$ cat src/rtl/verifla_uart_pkg.sv
// Shared definitions for the VeriFLA UART transmitter: state encoding,
// idle line level and default frame format.
package verifla_uart_pkg;

    typedef enum logic [2:0] {
        TX_IDLE   = 3'd0,
        TX_START  = 3'd1,
        TX_DATA   = 3'd2,
        TX_PARITY = 3'd3,
        TX_STOP   = 3'd4
    } tx_state_e;

    localparam logic LINE_IDLE         = 1'b1;
    localparam int   DEFAULT_DATA_BITS = 8;
    localparam int   DEFAULT_STOP_BITS = 1;

endpackage

$ cat src/rtl/uart_tx_of_verifla.sv
// UART transmitter with a one-entry holding register, paced by an external baud tick.
// Optional parity bit (and PARITY_ODD parameter) when VERIFLA_TX_PARITY_EN is defined.
//
// state     | meaning
// ----------+----------------------------------------------------------
// TX_IDLE   | line idle high, waiting for a tick with the hold register full
// TX_START  | start bit (0) on the line
// TX_DATA   | payload bits, LSB first; cnt_q counts bits already sent
// TX_PARITY | parity bit on the line (parity build only)
// TX_STOP   | stop bit(s) high; cnt_q counts stop periods elapsed
module uart_tx_of_verifla
    import verifla_uart_pkg::*;
#(
    parameter int DATA_BITS    = DEFAULT_DATA_BITS,
    parameter int STOP_BITS    = DEFAULT_STOP_BITS,
    parameter int BIT_CNT_SIZE = 4
`ifdef VERIFLA_TX_PARITY_EN
    ,
    parameter int PARITY_ODD   = 0
`endif
) (
    input  logic                 sys_clk,
    input  logic                 sys_rst,
    input  logic                 baud_tick,
    input  logic [DATA_BITS-1:0] tx_data,
    input  logic                 tx_valid,
    output logic                 tx_ready,
    output logic                 txd,
    output logic                 tx_busy
);

    localparam logic [BIT_CNT_SIZE-1:0] CNT_ONE  = BIT_CNT_SIZE'(1);
    localparam logic [BIT_CNT_SIZE-1:0] CNT_DATA = BIT_CNT_SIZE'(DATA_BITS);
    localparam logic [BIT_CNT_SIZE-1:0] CNT_STOP = BIT_CNT_SIZE'(STOP_BITS);

    tx_state_e               state_q, state_d;
    logic [BIT_CNT_SIZE-1:0] cnt_q, cnt_d;
    logic [DATA_BITS-1:0]    shift_q, shift_d;
    logic [DATA_BITS-1:0]    hold_q, hold_d;
    logic                    hold_full_q, hold_full_d;
    logic                    txd_q, txd_d;
    logic                    load_frame;
`ifdef VERIFLA_TX_PARITY_EN
    logic                    parity_q, parity_d;
`endif

    assign tx_ready = ~hold_full_q;
    assign txd      = txd_q;
    assign tx_busy  = (state_q != TX_IDLE) || hold_full_q;

    always_ff @(posedge sys_clk or posedge sys_rst) begin
        if (sys_rst) begin
            state_q     <= TX_IDLE;
            cnt_q       <= '0;
            shift_q     <= '0;
            hold_q      <= '0;
            hold_full_q <= 1'b0;
            txd_q       <= LINE_IDLE;
`ifdef VERIFLA_TX_PARITY_EN
            parity_q    <= 1'b0;
`endif
        end else begin
            state_q     <= state_d;
            cnt_q       <= cnt_d;
            shift_q     <= shift_d;
            hold_q      <= hold_d;
            hold_full_q <= hold_full_d;
            txd_q       <= txd_d;
`ifdef VERIFLA_TX_PARITY_EN
            parity_q    <= parity_d;
`endif
        end
    end

    always_comb begin
        state_d     = state_q;
        cnt_d       = cnt_q;
        shift_d     = shift_q;
        hold_d      = hold_q;
        hold_full_d = hold_full_q;
        txd_d       = txd_q;
        load_frame  = 1'b0;
`ifdef VERIFLA_TX_PARITY_EN
        parity_d    = parity_q;
`endif

        // Cannot collide with load_frame: tx_ready is low whenever hold is full.
        if (tx_valid && tx_ready) begin
            hold_d      = tx_data;
            hold_full_d = 1'b1;
        end

        if (baud_tick) begin
            case (state_q)
                TX_IDLE: begin
                    txd_d      = LINE_IDLE;
                    load_frame = hold_full_q;
                end
                TX_START: begin
                    txd_d   = shift_q[0];
                    shift_d = shift_q >> 1;
                    cnt_d   = CNT_ONE;
                    state_d = TX_DATA;
                end
                TX_DATA: begin
                    if (cnt_q < CNT_DATA) begin
                        txd_d   = shift_q[0];
                        shift_d = shift_q >> 1;
                        cnt_d   = cnt_q + CNT_ONE;
                    end else begin
`ifdef VERIFLA_TX_PARITY_EN
                        txd_d   = parity_q;
                        state_d = TX_PARITY;
`else
                        txd_d   = LINE_IDLE;
                        cnt_d   = CNT_ONE;
                        state_d = TX_STOP;
`endif
                    end
                end
`ifdef VERIFLA_TX_PARITY_EN
                TX_PARITY: begin
                    txd_d   = LINE_IDLE;
                    cnt_d   = CNT_ONE;
                    state_d = TX_STOP;
                end
`endif
                TX_STOP: begin
                    if (cnt_q < CNT_STOP) begin
                        cnt_d = cnt_q + CNT_ONE;
                    end else if (hold_full_q) begin
                        load_frame = 1'b1;
                    end else begin
                        txd_d   = LINE_IDLE;
                        cnt_d   = '0;
                        state_d = TX_IDLE;
                    end
                end
                default: begin
                    txd_d   = LINE_IDLE;
                    state_d = TX_IDLE;
                end
            endcase

            // The start bit goes out on the same tick that empties hold.
            if (load_frame) begin
                shift_d     = hold_q;
                hold_full_d = 1'b0;
                txd_d       = 1'b0;
                state_d     = TX_START;
`ifdef VERIFLA_TX_PARITY_EN
                parity_d    = (^hold_q) ^ (PARITY_ODD != 0);
`endif
            end
        end
    end

endmodule
$ cat config.mk
export PLATFORM = sky130hd
export DESIGN_NAME = uart_tx_of_verifla
export DESIGN_NICKNAME = d
export VERILOG_FILES = /design/src/rtl/verifla_uart_pkg.sv /design/src/rtl/uart_tx_of_verifla.sv
export SDC_FILE = /design/constraint.sdc
export NUM_CORES = 1
export LEC_CHECK = 0
export CAP_MARGIN = 20
export CORE_UTILIZATION = 55
export CTS_BUF_LIST = sky130_fd_sc_hd__clkbuf_16
export DETAILED_ROUTE_END_ITERATION = 16
export PLACE_DENSITY = 0.78
export SLEW_MARGIN = 40
export SYNTH_ARGS = -nofsm -noshare
export SYNTH_HDL_FRONTEND = slang
export SYNTH_SLANG_ARGS = --single-unit
$ cat constraint.sdc
create_clock -name sys_clk -period 5.17 [get_ports sys_clk]
set_input_delay 0.7755 -clock sys_clk [delete_from_list [all_inputs] [get_ports sys_clk]]
set_output_delay 0.7755 -clock sys_clk [all_outputs]
set_load 0.01 [all_outputs]
Yosys cells after proc, flatten, opt, wreduce, memory -nomap -nowiden:

Cells that the tools add are included.

* register bits: 25
* input bits: 12
* output and inout port bits: 3
* word-level logic and storage cells: 53

* add/sub/neg operators: 1
* order comparisons: 2
* equal/unequal tests: 9
* multiplexer cells: 24
* bitwise gates (word level): 1
* reduce and logical (&&, ||, !) cells: 10

Operators with widths (number)
* $mux W8: 2
* $pmux W8 S2: 1
* $ne A3 B3 Y1 const B: 5
* $mux W3: 4
* $mux W4: 3
* $pmux W3 S4: 1
* $pmux W4 S3: 1
* $mux W1: 10
* $reduce_and A3 Y1: 3
* $reduce_bool A3 Y1: 3
* $reduce_and A5 Y1: 1
* $add A4 B1 Y4 const B: 1
* $lt A4 B1 Y1 const B: 1
* $lt A4 B4 Y1 const B: 1
* $eq A3 B1 Y1 const B: 1
* $eq A3 B2 Y1 const B: 1
* $eq A3 B3 Y1 const B: 1
* $logic_not A3 Y1: 1
* $pmux W1 S3: 1
* $ne A2 B2 Y1 const B: 1
* $pmux W1 S2: 1
* $logic_and A1 B1 Y1: 1
* $logic_or A1 B1 Y1: 1
* $not A1 Y1: 1

Longest topological paths before layout:

* word-level depth: 6
* gate-level depth with buffers: 8
* mapped depth without buffers: 6

Worst setup path after synthesis:

No wires, ideal clock.

* kind: register -> register
* from: register cnt_q[0]
* to: register shift_q[1]
* library setup time: 0.125 ns
* arrival: 1.699 ns
* required time: 5.045 ns
* setup slack: 3.346 ns
* stages on the path, launching flop included: 9
* path buffers: 2
* period minus slack after synthesis: 1.824 ns
* cells stage by stage: dfrtp_1 inv_1 ha_1 nand4bb_4 and3_4 buf_6 o21a_1 buf_6 mux2_4

* cells in the longest elaborated chain, start to end: 6
* elaborated cells on any way between the ends: 9
* those cells by class: order compare: 2; eq/ne: 1; mux: 4; reduce/logical: 2

Ends and longest elaborated chain
* start: declaration: line uart_tx_of_verifla.sv:37 `logic [BIT_CNT_SIZE-1:0] cnt_q, cnt_d;`
* start signal: assignment: line uart_tx_of_verifla.sv:64 `cnt_q <= cnt_d;`
* $lt A4 B1 Y1: line uart_tx_of_verifla.sv:129 `if (cnt_q < CNT_STOP) begin`
* $mux W1: line uart_tx_of_verifla.sv:129
* $pmux W1 S2: line uart_tx_of_verifla.sv:94 `case (state_q)`
* $mux W1: line uart_tx_of_verifla.sv:93 `if (baud_tick) begin`
* $ne A3 B3 Y1 (no source line) or $reduce_bool A3 Y1 (tied branches)
* $reduce_and A3 Y1 (no source line)
* end signal: assignment: line uart_tx_of_verifla.sv:65 `shift_q <= shift_d;`
* end: declaration: line uart_tx_of_verifla.sv:38 `logic [DATA_BITS-1:0] shift_q, shift_d;`

Several ways; a longest one is shown, not always the timed one. The select of a mux whose other input is x is not followed.
A chain may end at the register's enable or synchronous reset.

Worst setup path after layout:

* from: register state_q[1]
* to: output tx_busy

* cells in the longest elaborated chain, start to end: 2

Ends and longest elaborated chain
* start: declaration: line uart_tx_of_verifla.sv:36 `tx_state_e state_q, state_d;`
* start signal: assignment: line uart_tx_of_verifla.sv:63 `state_q <= state_d;`
* $reduce_bool A3 Y1: line uart_tx_of_verifla.sv:49 `assign tx_busy = (state_q != TX_IDLE) || hold_full_q;`
* $logic_or A1 B1 Y1: line uart_tx_of_verifla.sv:49
* end: declaration: line uart_tx_of_verifla.sv:29 `output logic tx_busy`

No other way between the ends.

==> metrics.txt <==
status=finished, final reports clean; Crit path largest cell delay=620 ps; Max Root-Sink Buffers=2; worst path cell trace=nor2_1 -> nand3_1 -> clkdlybuf4s50_1; RSZ-0062 raised after global routing=false; Syn-to-layout area delta=14.8%; CTS resizes=0; Pre-antenna DRT Iters=4; layout filler cell count=179; VDD IR max=0.372 mV; Slew @ Worst Pin=729 ps; worst hold slack=508 ps; skew final=1.77 ps; initial DRC count=10; top_reg_cell synth=dfrtp_1; CP Buf/Inv Count=1; IO Pins=15; LEAKAGE=0.704 nW; CP arrival=1690 ps; final WL=2430 um; Ant. Diodes=0; final setup vio count=0; All-Layer GR Usage=21.3%; Max Fclk=405 MHz; GPL Wtd Cong=0.737; die height=52.2 um; Hold Buf Count CTS=0; post-DR vias/cell=5.67; max-slew violations=0; port bufs=14; DRC viols=0; H-tree Lvls=1; Multi-input gate area=672 sq um; CP Capture Type=output pin; Nets=141; cell count after synthesis=113; fin crit period=2470 ps; Synthesis Warnings=0; kind of critical path=register to output pin; total core area=2300 sq um; setup TNS=0 ps; startpoint types=register; wire per inst=15.9 um; synthesized cell area=1390 sq um; Final Hold Viols=0; Syn Area/Cell=12.3 sq um; number of global-route vias before repair=896; full die area=2730 sq um; Crit Path Max Fanout=13; sequential element share of the synthesized area=45.2%; WP data required=4390 ps; Final Cycle Share=47.7%; Inserted Clock Buffers=3; Worst slew margin=51.3%; ANT nets after route=0; Max-Cap Viols=0; Synth Net Count=128; clock-pin slew on the worst setup and hold paths=60 ps; Setup Fix Bufs, Post-CTS=0; EDFF count, synth=0; largest delay contributor family on the critical path=flip-flops; Initial Utilization=60.3%; Clock Sinks=25; root buf cell=clkbuf_16; asr flop ratio synth=100%; Vias=867; total power divided by cell area=575 nW/um^2; crit path max-delay cell type=dfrtp_1; final worst slack=2700 ps; hpwl dp=1710 um; fraction of layout instances using a drive strength above 1=24.0%; clk_lat worst skew=260 ps; Yosys reg bits=25; grt ovf=0; Die X=52.2 um; # rows=17; largest net degree at the start of global routing=26; CTS tree=built; Hold Path Class=register to register; Register Area=627 sq um; wire length of the first global-routing pass=4030 um; Place WS=2730 ps; synth unique cells=40; initial antenna violation count=0
-- worst paths after layout --
kind,start,endpoint,slack (ps),depth (start not counted)
max,state_q[1],tx_busy,2700,3
min,shift_q[3],shift_q[3],510,1
max reg2reg,state_q[1],shift_q[6],3040,4
min reg2reg,shift_q[3],shift_q[3],510,1
max in group asynchronous,sys_rst,txd,3940,2
min in group asynchronous,sys_rst,cnt_q[3],870,2
-- layer usage --
layer,global-route usage [%],wire (um),up-vias
met2,35.7,1210,13
met1,26.0,1100,426
met4,10.1,44,0
met3,4.64,69,5
li1,-,-,423
met5,0,0,-
-- power by group --
group / internal, mW / leakage (nW) / total, mW / switching, mW
logic: 0.221 / 0.359 / 0.373 / 0.152
clock network: 0.104 / 0.0409 / 0.174 / 0.0697
registers: 0.287 / 0.304 / 0.369 / 0.0815
-- cell usage in the layout (no fill, tap or decap), types with 3 or more instances in the layout --
cell             synthesis  final
mux2_1                   4      4
inv_1                   10      9
dfrtp_1                 24     24
ha_1                     3      3
nor2_1                   3      3
mux2_2                  11     11
clkbuf_16                0      3
nand3_1                  4      4
o31ai_1                  3      3
clkdlybuf4s50_1          0     14
mux2i_1                  5      5
nand2_1                  3      3
mux2_4                   6      6
-- metrics by stage --
| step | cells | util (%) | total power, mW | cell area [sq um] |
|---|---|---|---|---|
| after CTS | 153 | 69.3 | 0.923 | 1590 |
| after detailed placement | 149 | 65.8 | 0.748 | 1510 |
| after floorplan | 113 | - | 0.678 | 1390 |
| after global routing | 153 | 69.3 | 0.971 | 1590 |
| after global placement | 149 | 65.8 | 0.728 | 1510 |
| final | 153 | 69.3 | 0.915 | 1590 |
-- synthesized netlist by cell type, drive strengths merged, types with 3 or more instances --
cell | instances | area share (%)
nor2 | 4 | 1.3
a21oi | 3 | 1.4
inv | 10 | 2.7
nand3 | 4 | 1.4
o31ai | 3 | 1.6
and3 | 3 | 1.7
mux2 | 21 | 19
dfrtp | 24 | 43
nand2 | 3 | 0.81
buf | 5 | 3.3
mux2i | 5 | 3.6
ha | 3 | 2.7
-- registers in the layout, summed over array words and instances (netlist names) --
signal / count
cnt_q: 4
txd: 1
state_q: 3
hold_q: 8
shift_q: 8
hold_full_q: 1
-- final cells by class --
class,instances,area share (%)
multi-input combinational,72,42.2
sequential,25,39.4
timing repair buffer,14,8.80
clock inverter,1,0.314
tap,28,2.20
inverter,10,2.36
clock buffer,3,4.72
-- worst reg2reg max path, delay by kind of cell, from the launching register on --
kind,cells,cell delay [ps]
flops,1,620
compound gates,2,620
mux,1,350
simple gates,1,440
-- cell families after synthesis --
group	synth area share, %
AO/OA/AOI/OAI	9.75
flip-flops	45.2
multiplexers	22.3
adder cells (fa/ha/maj)	2.71
AND/OR/NAND/NOR	13.1
buffers and inverters	6.32
XOR/XNOR	0.632
No activity file was read; power rests on OpenSTA's default activity.
